--- config.mk ---
export PLATFORM = sky130hd
export DESIGN_NAME = mem_access_stage
export DESIGN_NICKNAME = d
export VERILOG_FILES = /design/src/rtl/mem_access_stage.sv
export SDC_FILE = /design/constraint.sdc
export NUM_CORES = 1
export LEC_CHECK = 0
export ABC_AREA = 0
export CAP_MARGIN = 40
export CELL_PAD_IN_SITES_DETAIL_PLACEMENT = 0
export CELL_PAD_IN_SITES_GLOBAL_PLACEMENT = 1
export CORE_MARGIN = 8
export CORE_UTILIZATION = 37
export CTS_CLUSTER_SIZE = 40
export DETAILED_ROUTE_END_ITERATION = 8
export PLACE_DENSITY_LB_ADDON = 0.15
export SLEW_MARGIN = 20
export SYNTH_ARGS = -nofsm -noshare
export SYNTH_HDL_FRONTEND = slang
export SYNTH_SLANG_ARGS = --single-unit
--- constraint.sdc ---
create_clock -name clk -period 4.4 [get_ports clk]
set_input_delay 0.88 -clock clk [delete_from_list [all_inputs] [get_ports clk]]
set_output_delay 0.88 -clock clk [all_outputs]
set_load 0.02 [all_outputs]
--- src/rtl/mem_access_stage.sv ---
// mem_access_stage: MEM pipeline stage performing lw/sw over a req/ack data-memory port.
// Rev 1.0 - initial release.
`default_nettype none

module mem_access_stage #(
  parameter int DATA_W = 32,
  parameter int ADDR_W = 32,
  parameter int REG_W  = 5
) (
  input  logic              clk,
  input  logic              rst_n,
  input  logic              EXMEM_valid,
  input  logic [1:0]        EXMEM_WB,
  input  logic              EXMEM_MemRead,
  input  logic              EXMEM_MemWrite,
  input  logic [ADDR_W-1:0] EXMEM_Direccion,
  input  logic [DATA_W-1:0] EXMEM_DatoEscritura,
  input  logic [REG_W-1:0]  EXMEM_MUXRes,
  output logic              mem_req,
  output logic              mem_we,
  output logic [ADDR_W-1:0] mem_addr,
  output logic [DATA_W-1:0] mem_wdata,
  input  logic [DATA_W-1:0] mem_rdata,
  input  logic              mem_ack,
  output logic              stall,
  output logic              MEM_valid,
  output logic [1:0]        MEM_WB,
  output logic [DATA_W-1:0] MEMWB_DatoLeido,
  output logic [ADDR_W-1:0] MEMWB_Direccion,
  output logic [REG_W-1:0]  MEMWB_MUXRes
);

  typedef enum logic [0:0] {
    IDLE   = 1'b0,
    ACCESS = 1'b1
  } state_t;

  state_t state, state_next;

  logic              is_mem_op;
  logic [1:0]        wb_lat;
  logic [ADDR_W-1:0] dir_lat;
  logic [REG_W-1:0]  mux_lat;

  // A store takes priority when both MemRead and MemWrite are set.
  assign is_mem_op = EXMEM_valid & (EXMEM_MemRead | EXMEM_MemWrite);

  always_ff @(posedge clk or negedge rst_n) begin
    if (!rst_n) state <= IDLE;
    else        state <= state_next;
  end

  always_comb begin
    state_next = state;
    stall      = 1'b0;
    case (state)
      IDLE: begin
        if (is_mem_op) begin
          stall      = 1'b1;
          state_next = ACCESS;
        end
      end
      ACCESS: begin
        stall = ~mem_ack;
        if (mem_ack) state_next = IDLE;
      end
      default: state_next = IDLE;
    endcase
  end

  always_ff @(posedge clk or negedge rst_n) begin
    if (!rst_n) begin
      mem_req         <= 1'b0;
      mem_we          <= 1'b0;
      mem_addr        <= '0;
      mem_wdata       <= '0;
      wb_lat          <= 2'b00;
      dir_lat         <= '0;
      mux_lat         <= '0;
      MEM_valid       <= 1'b0;
      MEM_WB          <= 2'b00;
      MEMWB_DatoLeido <= '0;
      MEMWB_Direccion <= '0;
      MEMWB_MUXRes    <= '0;
    end else begin
      case (state)
        IDLE: begin
          if (is_mem_op) begin
            mem_req   <= 1'b1;
            mem_we    <= EXMEM_MemWrite;
            mem_addr  <= EXMEM_Direccion;
            mem_wdata <= EXMEM_DatoEscritura;
            wb_lat    <= EXMEM_WB;
            dir_lat   <= EXMEM_Direccion;
            mux_lat   <= EXMEM_MUXRes;
            MEM_valid <= 1'b0;
            MEM_WB    <= 2'b00;
          end else if (EXMEM_valid) begin
            MEM_valid       <= 1'b1;
            MEM_WB          <= EXMEM_WB;
            MEMWB_DatoLeido <= '0;
            MEMWB_Direccion <= EXMEM_Direccion;
            MEMWB_MUXRes    <= EXMEM_MUXRes;
          end else begin
            MEM_valid <= 1'b0;
            MEM_WB    <= 2'b00;
          end
        end
        ACCESS: begin
          if (mem_ack) begin
            mem_req         <= 1'b0;
            MEM_valid       <= 1'b1;
            MEM_WB          <= wb_lat;
            MEMWB_DatoLeido <= mem_we ? '0 : mem_rdata;
            MEMWB_Direccion <= dir_lat;
            MEMWB_MUXRes    <= mux_lat;
          end else begin
            MEM_valid <= 1'b0;
            MEM_WB    <= 2'b00;
          end
        end
        default: begin
          mem_req   <= 1'b0;
          MEM_valid <= 1'b0;
          MEM_WB    <= 2'b00;
        end
      endcase
    end
  end

endmodule

`default_nettype wire

## Word-level counts from Yosys, hierarchy flattened

Index checks and enable logic that the tools add are counted.

| word-level totals | value |
|---|---|
| bits in registers | 146 |
| bits of input ports | 109 |
| output and inout port bits | 139 |
| logic and storage cells | 51 |

| cells by class | value |
|---|---|
| equal/unequal tests | 4 |
| mux-type cells | 28 |
| bitwise operators | 4 |
| reductions and logical operators | 3 |

Operators with widths:

| kind | count |
|---|---|
| $mux 32 | 7 |
| $pmux 32 s2 | 2 |
| $mux 5 | 3 |
| $pmux 5 s2 | 1 |
| $ne 2x2->1 const B | 4 |
| $pmux 1 s2 | 4 |
| $mux 1 | 7 |
| $mux 2 | 3 |
| $pmux 2 s2 | 1 |
| $reduce_and 2->1 | 2 |
| $reduce_and 3->1 | 1 |
| $not 1->1 | 2 |
| $and 1x1->1 | 1 |
| $or 1x1->1 | 1 |

## Logic depth before layout (Yosys ltp)

Gate-level depths: netlist of the first run.

| logic depth | value |
|---|---|
| word-level depth | 4 |
| mapped depth | 6 |
| mapped depth without buffers | 3 |

## Worst setup path before layout of the first run

No wires, ideal clock.

| path | value |
|---|---|
| path type | input -> output |
| from | input EXMEM_valid |
| to | output stall |
| data arrival time | 1.697 ns |
| data required time | 3.520 ns |
| slack | 1.823 ns |
| stages | 5 |
| path buffers | 2 |
| cells stage by stage | nor2b_1 o21a_1 buf_4 buf_4 a21o_1 |

| on the way | value |
|---|---|
| longest elaborated chain between the ends | 3 |

RTL lines:

| item | line | text |
|---|---|---|
| start, declared | 12 | `input logic EXMEM_valid,` |
| $and 1x1->1 | 46 | `assign is_mem_op = EXMEM_valid & (EXMEM_MemRead \| EXMEM_MemWrite);` |
| $mux 1 | 58 | `if (is_mem_op) begin` |
| $pmux 1 s2 | 56 | `case (state)` |
| end, declared | 25 | `output logic stall,` |

Every way passes these cells.

## Worst setup path in the final report of the first run

Ends and elaborated chain as after synthesis.

==> impl_metrics.tcl, run 1 <==
set metrics [dict create \
    drtIter0Drc 131 \
    fmax_mhz 294 \
    syn_avg_cell_area_um2 16.6 \
    fin_skew_ns 0.00419 \
    required_ns 3.52 \
    arrival_ns 2.52 \
    hold_class "in2async" \
    power_w 0.00547 \
    final_max_slew_viol_count 0 \
    syn-instance-count 360 \
    end_kind "output port" \
    post-route-util_pct 58.8 \
    antenna_found_initial 1 \
    ir_drop_mv 0.293 \
    core_um2 15800 \
    cap_violations 0 \
    switching_power_w 0.00167 \
    die_w_um 143 \
    tightest_slew_ns 0.713 \
    internal_power_w 0.00381 \
    r2r-end "MEMWB_Direccion[21]" \
    reg2regPathDepth 4 \
    finalSetupViolations 0 \
    rows 46 \
    timing.final.crit_share_pct 77.3 \
    place_area_um2 8680 \
    grt_overflow_total 0 \
    post-route-min-period_ns 3.40 \
    critPathLaunch "EXMEM_valid" \
    wl_per_cell_um 20.1 \
    grt_start_max_net_pins 63 \
    wl_um 16900 \
    status "finished, final reports clean" \
    grt_pass1_wl_um 26200 \
    tns_ns 0 \
    area.growth.synth_to_final_pct 56.1 \
    cts_root_buf "clkbuf_16" \
    dieArea_um2 20400 \
    dr.pass1.iters 4 \
    met2_length_um 8240 \
    cts_buffer_depth 2 \
    yosys_warnings 0 \
    synth.yosys.seq_area_share_pct 61.2 \
    fin_nets 721 \
    synthDistinctLibCells 17 \
    num-fill-cells 1251 \
    grt_pass1_vias 4570 \
    io_pins 248 \
    dr_wl_met3_um 1650 \
    grt_use_total_pct 16.8 \
    top_layer_used "met4" \
    reg2reg_setup_slack_ns 1.76 \
    seqPwrFrac_pct 35.6 \
    cts_resized 0 \
    postCtsHoldBufs 0 \
    via_count 4024 \
    cts_tree "yes" \
    htreeDepth 4 \
    gp_congestion 0.709 \
    dp_hpwl_um 12400 \
    p_clk_share_pct 27.9 \
    via_per_inst 4.78 \
    clk_pin_slew_ns 0.06 \
    p_leak_nw 3.99 \
    holdWs_ns 0.449 \
    critPathLaunchType "input pin" \
    post_cts_buffers 0 \
    start_util_pct 37.7 \
    wirelength_met1_um 6820 \
    fp.dieH_um 143 \
    synth-seq-cells 146 \
    syn_area_um2 5970 \
    crit_type "in2out" \
    slew_headroom_pct 52.4 \
    fin_area_um2 9310 \
    port_buffers 247 \
    drc 0 \
    powerDensity_nw_per_um2 588 \
    pwr-share-comb_pct 36.5 \
    cts_sinks 146 \
    r2r-start "state" \
    syn_nets 469 \
    grt_setup_unrepaired "no" \
    drive_gt1_share_pct 30.7 \
    hold_viol_final 0 \
    path_max_fanout 3 \
    insertion_delay_ns 0.41 \
    switching_share_pct 30.4 \
    ant_nets 0 \
    cts_buffers 17 \
]
[synthesized netlist by cell type (all sizes together)]
master | instances | area (um2)
a21oi | 1 | 8.76
dfrtp | 146 | 3650
nand2 | 2 | 7.51
nor2b | 1 | 6.26
a32o | 2 | 20.0
buf | 16 | 125
nor2 | 1 | 3.75
o21a | 1 | 7.51
a21o | 2 | 15.0
mux2 | 145 | 1770
a22o | 33 | 289
nor4b | 1 | 23.8
clkbuf | 7 | 26.3
inv | 2 | 7.51
[cell families after synthesis]
kind of cell,Yosys count,share of synthesized area [%]
flops,146,61.2
mux,145,29.7
compound gates,39,5.70
buf+inv,25,2.66
simple gates,5,0.692
[power by group through the flow]
stage,registers [W],logic [W],clock network [W]
5_1_grt,0.00200,0.00210,0.00162
2_1_floorplan,0.00236,0.000597,0
6_report,0.00195,0.00200,0.00153
4_1_cts,0.00195,0.00204,0.00156
3_5_place_dp,0.00197,0.00203,0
3_3_place_gp,0.00194,0.00200,0
[flip-flops by register name, summed over array words and instances (netlist names)]
name,cells
wb_lat,2
mem_we,1
MEM_WB,2
MEMWB_DatoLeido,32
MEM_valid,1
MEMWB_MUXRes,5
mem_wdata,32
state,1
MEMWB_Direccion,32
mux_lat,5
dir_lat,32
mem_req,1
[layout by cell type, fill, tap and decap left out, types with 2 or more instances in the layout]
cell and n:
clkdlybuf4s50_1 246, dfrtp_1 145, mux2_2 108, mux2_4 37, a22o_1 33, clkbuf_16 17, buf_4 7, clkbuf_8 6
clkinv_2 4, bufinv_16 3, a32o_1 2, inv_1 2, a21o_1 2, nand2_1 2, clkinvlp_4 2
[cell type report]
| class | count | area [um2] | area share, % |
|---|---|---|---|
| antenna | 1 | 2.50 | 0.0269 |
| sequential | 146 | 3650 | 39.2 |
| inverter | 2 | 7.51 | 0.0806 |
| tap | 216 | 270 | 2.90 |
| multi-input combinational | 189 | 2170 | 23.3 |
| clock buffer | 23 | 508 | 5.45 |
| timing repair buffer | 256 | 2570 | 27.6 |
| clock inverter | 9 | 125 | 1.34 |
[critical path: stages]
cell and delay, ns:
clkdlybuf4s50_1 0.47, nor2b_1 0.25, o21a_4 0.18, a21o_1 0.10, clkdlybuf4s50_1 0.64
[per-stage QoR]
stage               std cells  setup slack (ns)
floorplan                 360              1.82
global placement          807             0.980
global route              842             0.885
detailed placement        809             0.989
CTS                       841             0.978
finish                    842              1.00
[how the worst max path moves through the flow]
stage               endpoint  depth (start not counted)  slack, ns
floorplan              stall                          5       1.82
global placement       stall                          5       0.98
detailed placement     stall                          5       0.99
CTS                    stall                          5       0.98
global route           stall                          5       0.89
finish                 stall                          5       1.00
[layer usage]
metal  vias to the layer above  track usage (%)
met5                         -                0
met4                         0             5.15
met3                        15             8.21
met2                       158             27.3
met1                      2037             19.2
li1                       1814                -
No activity file was read; power rests on OpenSTA's default activity.
==> inputs of run 2 (changes only) <==
CORE_UTILIZATION = 34   (was 37)
clock period = 3.35 ns   (was 4.4 ns; I/O delays follow)
==> run 2 against run 1 <==
Clock skew up 0.0033 ns. Flip-flop and latch count stayed put. Design area barely moved. Cell count grew 0.83%. Global-route usage shrank 1.3 points. Non-clock buffer count down 1. Register-to-register slack lost 0.55 ns. Combinational power grew 32%. Worst setup slack lost 0.61 ns. Critical path type unchanged. Critical endpoint unchanged. Largest cell class unchanged.
==> impl_metrics.tcl, run 2 (synthesis results as in run 1) <==
set metrics [dict create \
    die_w_um 148 \
    dp_hpwl_um 12100 \
    hold_class "in2async" \
    tns_ns 0 \
    gp_congestion 0.704 \
    path_max_fanout 3 \
    ant_nets 0 \
    postCtsHoldBufs 0 \
    cts_buffer_depth 2 \
    cap_violations 0 \
    fp.dieH_um 148 \
    final_max_slew_viol_count 0 \
    max_stage_delay_ns 0.60 \
    critPathMostFrequentCell "clkdlybuf4s50_1" \
    fmax_mhz 338 \
    r2r-end "MEMWB_Direccion[11]" \
    holdWs_ns 0.265 \
    drc 0 \
    p_leak_nw 3.99 \
    status "finished, final reports clean" \
    reg2regPathDepth 5 \
    critical-path-top-delay-family "buffers and inverters" \
    r2r-start "state" \
    dieArea_um2 22000 \
    wl_per_cell_um 19.7 \
    tightest_slew_ns 0.671 \
    grt_pass1_vias 4635 \
    area.growth.synth_to_final_pct 56.2 \
    htreeDepth 4 \
    cts_buffers 17 \
    slew_headroom_pct 55.3 \
    critPathLaunchType "input pin" \
    internal_power_w 0.00499 \
    insertion_delay_ns 0.41 \
    grt_start_max_net_pins 71 \
    antenna_found_initial 0 \
    crit_type "in2out" \
    grt_pass1_wl_um 26500 \
    cts_resized 0 \
    required_ns 2.68 \
    reg2reg_setup_slack_ns 1.21 \
    rows 48 \
    dr.pass1.iters 4 \
    fin_nets 720 \
    via_count 3990 \
    final_common_cell "clkdlybuf4s50_1" \
    clk_pin_slew_ns 0.06 \
    hold_viol_final 0 \
    finalSetupViolations 0 \
    worst-path-buf-inv 2 \
    timing.final.crit_share_pct 88.3 \
    end_kind "output port" \
    antenna_cells 0 \
    seqPwrFrac_pct 35.5 \
    via_per_inst 4.70 \
    arrival_ns 2.29 \
    powerDensity_nw_per_um2 768 \
    grt_overflow_total 0 \
    drive_gt1_share_pct 30.3 \
    grt_setup_unrepaired "no" \
    grt_use_total_pct 15.5 \
    mostFrequentLayoutCells "clkdlybuf4s50_1, dfrtp_1, mux2_2, mux2_4, a22o_1" \
    post-route-min-period_ns 2.96 \
    port_buffers 247 \
    cts_tree "yes" \
    start_util_pct 34.6 \
    switching_share_pct 30.3 \
    cts_sinks 146 \
    wl_um 16800 \
    path_cells "clkdlybuf4s50_1 > nor2b_1 > o21a_4 > a21o_1 > clkdlybuf4s50_1" \
    p_clk_share_pct 27.5 \
    io_pins 248 \
    pwr-share-comb_pct 37.0 \
    slowest_stage "clkdlybuf4s50_1" \
    critPathLaunch "EXMEM_valid" \
    post_cts_buffers 0 \
    power_w 0.00716 \
    fin_skew_ns 0.00748 \
    cts_root_buf "clkbuf_16" \
    drtIter0Drc 92 \
    core_um2 17200 \
    ir_drop_mv 0.370 \
    switching_power_w 0.00217 \
]
run 2: cell count changes in the layout (fill, tap and decap cells not counted), sizes merged:
| cell | change |
|---|---|
| diode | -1 |
| buf | -1 |
| clkinv | -1 |
| clkbuf | +1 |
run 2: cell type report:
class	count	area, um2
Fill cell	1423	7920
Sequential cell	146	3650
Timing Repair Buffer	255	2580
Multi-Input combinational cell	189	2170
Clock buffer	24	502
Tap cell	225	282
Clock inverter	8	124
Inverter	2	7.51
run 2: per-stage QoR:
stage / cell area [um2] / instances / setup slack, ns / utilization [%]
global placement: 8670 / 816 / 0.447 / 50.3
CTS: 9320 / 849 / 0.383 / 54.1
finish: 9320 / 849 / 0.393 / 54.1
global route: 9320 / 849 / 0.313 / 54.1
detailed placement: 8690 / 817 / 0.387 / 50.4
floorplan: 5970 / 360 / 1.19 / -
run 2: power by group through the flow:
stage,Combinational [W],Clock (W),Sequential [W]
after CTS,0.00270,0.00203,0.00255
after global routing,0.00279,0.00212,0.00261
after global placement,0.00267,0,0.00254
after floorplan,0.000785,0,0.00310
after detailed placement,0.00269,0,0.00257
final,0.00265,0.00197,0.00254
run 2: metal layers:
metal | vias up | global-route usage [%] | part of all wire (%)
met4 | 0 | 5.41 | 1.2
met5 | - | 0 | 0
met2 | 164 | 24.5 | 47
li1 | 1819 | - | -
met3 | 18 | 7.38 | 9.7
met1 | 1989 | 18.1 | 42
run 2: worst max-delay path by stage:
stage,slack [ns],end,cells after the start
global route,0.31,stall,5
finish,0.39,stall,5
detailed placement,0.39,stall,5
global placement,0.45,stall,5
floorplan,1.19,stall,5
CTS,0.38,stall,5
